File: src/rtl/md_pkg.sv
// Shared definitions for the multi-cycle HI/LO multiply/divide unit.
// The ALU codes are also used by the ALU controller.
package md_pkg;

  localparam int MD_WIDTH = 32;
  localparam int MD_CNT_W = 5;

  localparam logic [3:0] ALU_MULT = 4'b1110;
  localparam logic [3:0] ALU_DIV  = 4'b1111;

  typedef enum logic [1:0] {
    S_IDLE = 2'd0,
    S_MUL  = 2'd1,
    S_DIV  = 2'd2,
    S_FIX  = 2'd3
  } md_state_e;

endpackage

File: src/rtl/md_iter_datapath.sv
// Shared shift datapath: shift-add multiply and restoring divide on one
// 2*WIDTH accumulator, plus the sign fix-up negators for the final result.
module md_iter_datapath
  import md_pkg::*;
#(
  parameter int WIDTH = MD_WIDTH
) (
  input  logic             clk,
  input  logic             rst,
  input  logic             load,
  input  logic             load_div,
  input  logic             step_mul,
  input  logic             step_div,
  input  logic             is_div,
  input  logic             sign_q,
  input  logic             sign_r,
  input  logic [WIDTH-1:0] a_mag,
  input  logic [WIDTH-1:0] b_mag,
  output logic [WIDTH-1:0] res_hi,
  output logic [WIDTH-1:0] res_lo
);

  logic [2*WIDTH-1:0] acc_r;
  logic [WIDTH-1:0]   opnd_r;
  logic [WIDTH:0]     add_s;
  logic [2*WIDTH-1:0] mul_next_s;
  logic [2*WIDTH-1:0] div_next_s;
  logic [2*WIDTH-1:0] prod_fix_s;
  logic [WIDTH-1:0]   diff_s;
  logic               fits_s;

  // The carry out of add_s becomes the top bit of the right-shifted 65-bit value.
  // In divide, rem/quo live in acc_r upper/lower halves; the shifted remainder
  // is WIDTH+1 bits, but when it is non-negative after subtracting, the result fits in WIDTH.
  always_comb begin
    add_s      = {1'b0, acc_r[2*WIDTH-1:WIDTH]} + (acc_r[0] ? {1'b0, opnd_r} : {(WIDTH+1){1'b0}});
    mul_next_s = {add_s, acc_r[WIDTH-1:1]};
    fits_s     = (acc_r[2*WIDTH-1:WIDTH-1] >= {1'b0, opnd_r});
    diff_s     = acc_r[2*WIDTH-2:WIDTH-1] - opnd_r;
    if (fits_s) begin
      div_next_s = {diff_s, acc_r[WIDTH-2:0], 1'b1};
    end else begin
      div_next_s = {acc_r[2*WIDTH-2:0], 1'b0};
    end
    prod_fix_s = sign_q ? -acc_r : acc_r;
    if (is_div) begin
      res_lo = sign_q ? -acc_r[WIDTH-1:0] : acc_r[WIDTH-1:0];
      res_hi = sign_r ? -acc_r[2*WIDTH-1:WIDTH] : acc_r[2*WIDTH-1:WIDTH];
    end else begin
      res_lo = prod_fix_s[WIDTH-1:0];
      res_hi = prod_fix_s[2*WIDTH-1:WIDTH];
    end
  end

  always_ff @(posedge clk or posedge rst) begin
    if (rst) begin
      acc_r  <= '0;
      opnd_r <= '0;
    end else if (load) begin
      acc_r  <= {{WIDTH{1'b0}}, (load_div ? a_mag : b_mag)};
      opnd_r <= load_div ? b_mag : a_mag;
    end else if (step_mul) begin
      acc_r <= mul_next_s;
    end else if (step_div) begin
      acc_r <= div_next_s;
    end
  end

endmodule

File: src/rtl/mult_div_sequencer.sv
// Multi-cycle MULT/DIV sequencer owning HI/LO; FSM, iteration counter,
// HI/LO registers and the pipeline stall request.
module mult_div_sequencer
  import md_pkg::*;
#(
  parameter int WIDTH = MD_WIDTH,
  parameter int CNT_W = MD_CNT_W
) (
  input  logic             i_CLK,
  input  logic             i_RST,
  input  logic [3:0]       i_ALUCtrlE,
  input  logic             i_StartE,
  input  logic             i_SignedE,
  input  logic [WIDTH-1:0] i_SrcAE,
  input  logic [WIDTH-1:0] i_SrcBE,
  input  logic             i_HiLoRdD,
  input  logic             i_WrHi,
  input  logic             i_WrLo,
  input  logic [WIDTH-1:0] i_WrData,
  input  logic             i_Flush,
  output logic             o_Busy,
  output logic             o_Stall,
  output logic             o_Done,
  output logic [WIDTH-1:0] o_HI,
  output logic [WIDTH-1:0] o_LO
);

  localparam logic [CNT_W-1:0] LAST = CNT_W'(WIDTH - 1);

  md_state_e        state_r, next_state_s;
  logic [CNT_W-1:0] cnt_r;
  logic [WIDTH-1:0] hi_r, lo_r, dividend_r;
  logic [WIDTH-1:0] a_mag_s, b_mag_s, res_hi_s, res_lo_s;
  logic             busy_r, done_r, sign_q_r, sign_r_r, dz_r, op_div_r;
  logic             md_code_s, accept_s, sa_s, sb_s, commit_s, div_zero_s, iterating_s;

  assign md_code_s   = i_StartE & (i_ALUCtrlE[3:1] == ALU_MULT[3:1]);
  assign accept_s    = (state_r == S_IDLE) & md_code_s & ~i_Flush;
  assign sa_s        = i_SignedE & i_SrcAE[WIDTH-1];
  assign sb_s        = i_SignedE & i_SrcBE[WIDTH-1];
  assign a_mag_s     = sa_s ? -i_SrcAE : i_SrcAE;
  assign b_mag_s     = sb_s ? -i_SrcBE : i_SrcBE;
  assign div_zero_s  = (i_ALUCtrlE == ALU_DIV) & (i_SrcBE == {WIDTH{1'b0}});
  assign commit_s    = (state_r == S_FIX) & ~i_Flush;
  assign iterating_s = (state_r == S_MUL) | (state_r == S_DIV);

  assign o_Busy  = busy_r;
  assign o_Done  = done_r;
  assign o_HI    = hi_r;
  assign o_LO    = lo_r;
  assign o_Stall = busy_r & (md_code_s | i_HiLoRdD | i_WrHi | i_WrLo);

  always_comb begin
    next_state_s = state_r;
    if (i_Flush) begin
      next_state_s = S_IDLE;
    end else begin
      case (state_r)
        S_IDLE: begin
          if (accept_s) begin
            if (i_ALUCtrlE == ALU_DIV) begin
              next_state_s = div_zero_s ? S_FIX : S_DIV;
            end else begin
              next_state_s = S_MUL;
            end
          end else begin
            next_state_s = S_IDLE;
          end
        end
        S_MUL:   next_state_s = (cnt_r == LAST) ? S_FIX : S_MUL;
        S_DIV:   next_state_s = (cnt_r == LAST) ? S_FIX : S_DIV;
        S_FIX:   next_state_s = S_IDLE;
        default: next_state_s = S_IDLE;
      endcase
    end
  end

  always_ff @(posedge i_CLK or posedge i_RST) begin
    if (i_RST) begin
      state_r <= S_IDLE;
      cnt_r   <= '0;
      busy_r  <= 1'b0;
      done_r  <= 1'b0;
    end else begin
      state_r <= next_state_s;
      busy_r  <= (next_state_s != S_IDLE);
      done_r  <= commit_s;
      cnt_r   <= (iterating_s && next_state_s == state_r) ? cnt_r + CNT_W'(1) : '0;
    end
  end

  // Operation context captured once at accept; operands may change afterwards.
  always_ff @(posedge i_CLK or posedge i_RST) begin
    if (i_RST) begin
      sign_q_r   <= 1'b0;
      sign_r_r   <= 1'b0;
      dz_r       <= 1'b0;
      op_div_r   <= 1'b0;
      dividend_r <= '0;
    end else if (accept_s) begin
      sign_q_r   <= sa_s ^ sb_s;
      sign_r_r   <= sa_s;
      dz_r       <= div_zero_s;
      op_div_r   <= i_ALUCtrlE[0];
      dividend_r <= i_SrcAE;
    end
  end

  always_ff @(posedge i_CLK or posedge i_RST) begin
    if (i_RST) begin
      hi_r <= '0;
      lo_r <= '0;
    end else if (commit_s) begin
      if (dz_r) begin
        hi_r <= dividend_r;
        lo_r <= {WIDTH{1'b1}};
      end else begin
        hi_r <= res_hi_s;
        lo_r <= res_lo_s;
      end
    end else if (!busy_r) begin
      if (i_WrHi) begin
        hi_r <= i_WrData;
      end
      if (i_WrLo) begin
        lo_r <= i_WrData;
      end
    end
  end

  md_iter_datapath #(
    .WIDTH(WIDTH)
  ) u_datapath (
    .clk     (i_CLK),
    .rst     (i_RST),
    .load    (accept_s),
    .load_div(i_ALUCtrlE[0]),
    .step_mul(state_r == S_MUL),
    .step_div(state_r == S_DIV),
    .is_div  (op_div_r),
    .sign_q  (sign_q_r),
    .sign_r  (sign_r_r),
    .a_mag   (a_mag_s),
    .b_mag   (b_mag_s),
    .res_hi  (res_hi_s),
    .res_lo  (res_lo_s)
  );

endmodule

File: config.mk
export PLATFORM = sky130hd
export DESIGN_NAME = mult_div_sequencer
export DESIGN_NICKNAME = d
export VERILOG_FILES = /design/src/rtl/md_pkg.sv /design/src/rtl/md_iter_datapath.sv /design/src/rtl/mult_div_sequencer.sv
export SDC_FILE = /design/constraint.sdc
export NUM_CORES = 1
export LEC_CHECK = 0
export CELL_PAD_IN_SITES_DETAIL_PLACEMENT = 0
export CELL_PAD_IN_SITES_GLOBAL_PLACEMENT = 1
export CORE_MARGIN = 4
export CORE_UTILIZATION = 30
export CTS_CLUSTER_SIZE = 12
export DETAILED_ROUTE_END_ITERATION = 8
export GPL_TIMING_DRIVEN = 0
export PLACE_DENSITY_LB_ADDON = 0.1
export SLEW_MARGIN = 40
export SYNTH_ARGS = -nofsm -noshare
export SYNTH_HDL_FRONTEND = slang
export SYNTH_SLANG_ARGS = --single-unit
File: constraint.sdc
create_clock -name i_CLK -period 10.8 [get_ports i_CLK]
set_input_delay 2.16 -clock i_CLK [delete_from_list [all_inputs] [get_ports i_CLK]]
set_output_delay 2.16 -clock i_CLK [all_outputs]
set_load 0.1 [all_outputs]
# ---- Word-level counts from Yosys, hierarchy flattened
# Cells that the tools add are included.
dict set report word_totals {
  out_inout_bits 67
  wordCells 83
  input_bits 108
  regBits 205
}
dict set report classes {
  n_addsub 8
  bitwise 14
  n_reduce_logical 9
  order_cmp 1
  n_mux 30
  n_eq_ne 8
}
# cell n
set ops {}
lappend ops {{2-to-1 mux 32 bit} 17}
lappend ops {{2-to-1 mux 64 bit} 5}
lappend ops {{negator 32 bit} 4}
lappend ops {{negator 64 bit} 1}
lappend ops {{adder 32 x 33 -> 33 bit} 1}
lappend ops {{>= comparator 33 x 32 -> 1 bit} 1}
lappend ops {{zero test 32 bit} 1}
lappend ops {{subtractor 32 bit} 1}
lappend ops {{bitwise AND 1 bit} 8}
lappend ops {{2-to-1 mux 2 bit} 4}
lappend ops {{case mux 2 bit (4 select lines)} 1}
lappend ops {{nonzero test 2 bit} 3}
lappend ops {{adder 5 x 1 -> 5 bit, second input constant} 1}
lappend ops {{== test 5 bit, second input constant} 1}
lappend ops {{2-to-1 mux 5 bit} 1}
lappend ops {{== test 2 bit, second input constant} 2}
lappend ops {{== test 4 bit, second input constant} 1}
lappend ops {{bitwise OR 1 bit} 4}
lappend ops {{AND reduction 2 bit} 2}
lappend ops {{== test 3 bit, second input constant} 1}
lappend ops {{nonzero test 3 bit} 1}
lappend ops {{== test 2 x 1 -> 1 bit, second input constant} 1}
lappend ops {{== test 2 bit} 1}
lappend ops {{zero test 2 bit} 1}
lappend ops {{other kinds (5)} 6}

# ---- Logic depth before layout (Yosys ltp)
dict set report logic_depth {
  ltp_word 10
  mapped_depth 15
  ltp_nobuf 13
}

# ---- Hierarchy
# From an unflattened synthesis, not the netlist that was laid out.
dict set report unflattened {
  cells_unflattened 2039
  area_unflattened_um2 16961.3
}
# module cells_per_inst n_inst area_each_um2 seq_area_each_um2
set modules_own_cells {}
lappend modules_own_cells {md_iter_datapath 1349 1 10583.9 2402.3}
lappend modules_own_cells {mult_div_sequencer 690 1 6377.4 2727.6}

# ---- Worst setup path after synthesis
# No wires, ideal clock.
dict set report synth_path {
  kind {input port to output port}
  from {input port i_StartE}
  to {output port o_Stall}
  setup_slack_ns 4.188
  n_path_buf 0
  required_ns 8.640
  arrival_ns 4.452
  stages 2
  path_cell_list {nand4_1 > a21boi_0}
}
dict set report synth_between {
  elab_chain_len 5
}
# item line_no
set synth_rtl {}
lappend synth_rtl {{start, declared} mult_div_sequencer.sv:12} ;# input logic i_StartE,
lappend synth_rtl {{bitwise AND 1 bit} mult_div_sequencer.sv:37} ;# assign md_code_s = i_StartE & (i_ALUCtrlE[3:1] == ALU_MULT[3:1]);
lappend synth_rtl {{bitwise OR 1 bit (3 in a row)} mult_div_sequencer.sv:51} ;# assign o_Stall = busy_r & (md_code_s | i_HiLoRdD | i_WrHi | i_WrLo);
lappend synth_rtl {{bitwise AND 1 bit} mult_div_sequencer.sv:51}
lappend synth_rtl {{end, declared} mult_div_sequencer.sv:22} ;# output logic o_Stall,
# Every way passes these cells.

# ---- Final worst setup path
dict set report layout_path {
  from {input port i_WrLo}
  to {output port o_Stall}
}
dict set report layout_between {
  elab_chain_len 2
}
# item line_no
set layout_rtl {}
lappend layout_rtl {{start, declared} mult_div_sequencer.sv:18} ;# input logic i_WrLo,
lappend layout_rtl {{bitwise OR 1 bit} mult_div_sequencer.sv:51}
lappend layout_rtl {{bitwise AND 1 bit} mult_div_sequencer.sv:51}
# Every way passes these cells.

==> flow_summary.toml <==
[pwr]
cellLeakagePower_nw = 8.33
ir_worst_vdd_uv = 118
total_power_w = 0.00515
power_density_nw_per_um2 = 255

[drt]
detailroute.via_count = 17200
drt_iter0_markers = 1416
met2_wirelength_um = 34600
detail_route.drc_violations = 0
route.met3.wl_um = 5730
viasPerCell = 5.56
drtAntennaViolNets = 0
drt-wirelength-per-cell_um = 26.1
highest_layer = "met4"
met1_wire_length_um = 37800
first_pass_iters = 5
detail_route.wirelength_um = 80900

[placement]
gp_congestion = 0.941
dpl.hpwl_um = 65800
numPortBuffers = 173
place_area_um2 = 19200

[setup_path]
worst-endpoint-required_ns = 8.64
r2r.worst_path.cells = 13
setup.worst_path.start_class = "primary input"
path_class = "in -> out"
crit-reg2reg-capture = "o_HI[22]$_DFFE_PP0P_"
path_depth = 4
critical_path_peak_fanout = 3
critical_path.n_buffers_inverters = 2
endpoint = "o_Stall"
crit_family = "buffers and inverters"
end_kind = "output pin"
critical_path_arrival_ns = 3.64
cp_cell_sequence = "clkdlybuf4s50_1 > nor3_2 > a21boi_0 > buf_2"
startpoint_of_the_most_critical_setup_path = "i_WrLo"
critical_path.reg2reg.startpoint = "u_datapath.acc_r[0]$_DFFE_PP0P_"
critPathMaxStageDelay_ns = 0.52
critical_path.slowest_cell = "nor3_2"
ff2ff_setup_slack_ns = 5.52

[global_route]
grt_max_degree = 73
grt_pass1_vias = 17000
grt.overflow.total = 0
grt_pass1_wl_um = 117000
antenna_found_initial = 2
grt.total_usage_pct = 26.2

[clocking]
post-cts-setup-buffers = 0
clock_tree_from_tritoncts = "done"
cts_made_buffers = 28
holdBufCountCts = 0
htree_num_levels = 1
cts_root_buf = "clkbuf_16"
clock_pin_slew_on_the_worst_setup_and_hold_paths_ns = 0.05
clock_sink_count = 205
cts_repair_resize_count = 0
clock_latency_ns = 0.60
ctsLongestPathBuffers = 3

[die]
die-height_um = 245
initial_core_utilization_pct = 30.4
core_region_area_um2 = 55200
fp.dieArea_um2 = 59800
chipWidth_um = 245
io_pins = 175
std_cell_rows = 86

[yosys]
synthesis.area_um2 = 16800
synth-warning-count = 0
postSynthAreaPerCell_um2 = 7.91
synth.net_count = 2306
yosysUniqueCellTypes = 86
synth_edf_count = 0
synth-seq-cells = 205
post_synth_inst_count = 2121
most_common_flop_cell_mapped_by_yosys = "dfrtp_1"
proportion_of_synthesized_chip_area_in_sequential_cells_pct = 30.6
asyncSetResetFlopFracSynth_pct = 100

[timing]
tightestPinTransition_ns = 0.879
timing.slew.headroom_pct = 41.4
timing_max_transition_violations_final = 0
endpoints_failing_setup = 0
period_minus_slack_ns = 5.80
rsz0062_at_grt = "false"
final_min_period_over_clock_period_pct = 53.7
fin_hold_ws_ns = 0.462
finClkSkew_ns = 0.0451
clock.fmax_mhz = 172
timing.final.hold_violations = 0
setup_tns_final_ns = 0

[cells_and_area]
flow.area_growth_from_synthesis_pct = 20.2
filler_cell_count = 5864
post_route_cells_drive_above_1_share_pct = 7.45
layout.nets = 2512
finish.utilization_pct = 36.5
finalInstanceArea_um2 = 20200

[status]
run_status = "finished clean"

[min_path]
holdCritPathClass = "reg -> reg"

[flow_run]
timing.max_cap.violations = 0
state kept, by name, indices dropped and copies added (netlist names):
name / cells
dividend_r: 32
o_HI: 32
u_datapath.opnd_r: 32
o_Done: 1
dz_r: 1
u_datapath.acc_r: 64
sign_q_r: 1
sign_r_r: 1
state_r: 2
o_Busy: 1
o_LO: 32
op_div_r: 1
cnt_r: 5
report_power, final:
part           leakage, nW  switching (W)  internal, W
Sequential            2.55       0.000330     0.000961
Combinational         5.33        0.00192     0.000988
Clock                0.450       0.000398     0.000557
Total                 8.33        0.00265      0.00251
layout make-up:
class	count	area [µm²]	share of cell area, %
tap	748	936	4.64
multi-input combinational	1707	10900	54.0
timing repair buffer	176	1480	7.33
inverter	69	267	1.32
sequential	205	5130	25.4
buffer	140	543	2.69
clock inverter	13	134	0.664
antenna	2	5.00	0.0248
clock buffer	38	788	3.91
layer usage:
metal	vias to the layer above	global-route usage (%)
met1	8424	38.0
met4	0	8.21
met5	-	0
met2	637	39.4
li1	8052	-
met3	109	4.97
how the worst min path moves through the flow:
stage | end | cells past startpoint | startpoint
finish | cnt_r[0]$_DFF_PP0_ | 1 | cnt_r[0]$_DFF_PP0_
global route | dividend_r[2]$_DFFE_PP0N_ | 2 | dividend_r[2]$_DFFE_PP0N_
CTS | cnt_r[0]$_DFF_PP0_ | 1 | cnt_r[0]$_DFF_PP0_
detailed placement | cnt_r[0]$_DFF_PP0_ | 1 | cnt_r[0]$_DFF_PP0_
global placement | cnt_r[0]$_DFF_PP0_ | 1 | cnt_r[0]$_DFF_PP0_
floorplan | cnt_r[0]$_DFF_PP0_ | 1 | cnt_r[0]$_DFF_PP0_
cell usage in the layout, fill, tap and decap left out, types with 23 or more instances in the layout:
cell type	synthesis	final
nand2_1	331	331
dfrtp_1	205	205
nor2_1	182	180
o21ai_0	173	171
a21oi_1	169	169
clkbuf_1	118	119
clkdlybuf4s50_1	0	106
xor2_1	89	89
mux2i_1	87	87
xnor2_1	84	84
ha_1	75	75
buf_2	4	71
inv_1	69	68
o211ai_1	56	56
nor3_1	42	40
a21o_1	31	31
a32oi_1	31	31
a211oi_1	28	28
clkbuf_16	0	28
o31ai_1	27	27
nand3_1	23	23
per-stage QoR:
stage               setup slack (ns)  std cells
floorplan                       3.04       2121
global placement              -0.697       3042
detailed placement              4.85       3045
CTS                             4.85       3096
global route                    4.97       3098
finish                          5.00       3098
kinds of logic after synthesis:
kind of cell	after synthesis	synth area share, %
muxes	95	5.73
buffers and inverters	209	4.75
AOI/OAI and AO/OA	654	25.1
adders and majority gates	77	5.83
DFF	205	30.6
xor gates and xnor gates	173	9.03
and+or+nand+nor	708	19.0
Yosys cell counts, types with 5 or more instances:
library cell | number | share of area (%)
a211o_1 | 9 | 0.47
a211oi_1 | 28 | 1.3
a21boi_0 | 5 | 0.22
a21o_1 | 31 | 1.4
a21oi_1 | 169 | 5.0
a31oi_1 | 14 | 0.52
a32oi_1 | 31 | 1.6
a41oi_1 | 5 | 0.26
and2_1 | 8 | 0.30
buf_1 | 17 | 0.38
clkbuf_1 | 118 | 2.6
dfrtp_1 | 205 | 31
ha_1 | 75 | 5.6
inv_1 | 69 | 1.5
mux2_2 | 8 | 0.54
mux2i_1 | 87 | 5.2
nand2_1 | 331 | 7.4
nand2b_1 | 12 | 0.45
nand3_1 | 23 | 0.69
nand4_1 | 19 | 0.71
nor2_1 | 182 | 4.1
nor2b_1 | 13 | 0.48
nor3_1 | 42 | 1.3
nor4_1 | 10 | 0.37
o211ai_1 | 56 | 2.5
o21a_1 | 16 | 0.72
o21ai_0 | 173 | 5.2
o21ai_1 | 5 | 0.15
o21bai_1 | 9 | 0.40
o22ai_1 | 11 | 0.41
o31a_1 | 5 | 0.26
o31ai_1 | 27 | 1.2
o41ai_1 | 15 | 0.78
or2_2 | 10 | 0.37
or3_1 | 9 | 0.34
or4_1 | 16 | 0.72
xnor2_1 | 84 | 4.4
xor2_1 | 89 | 4.6
Note: power is estimated with default switching activity, not from simulation.
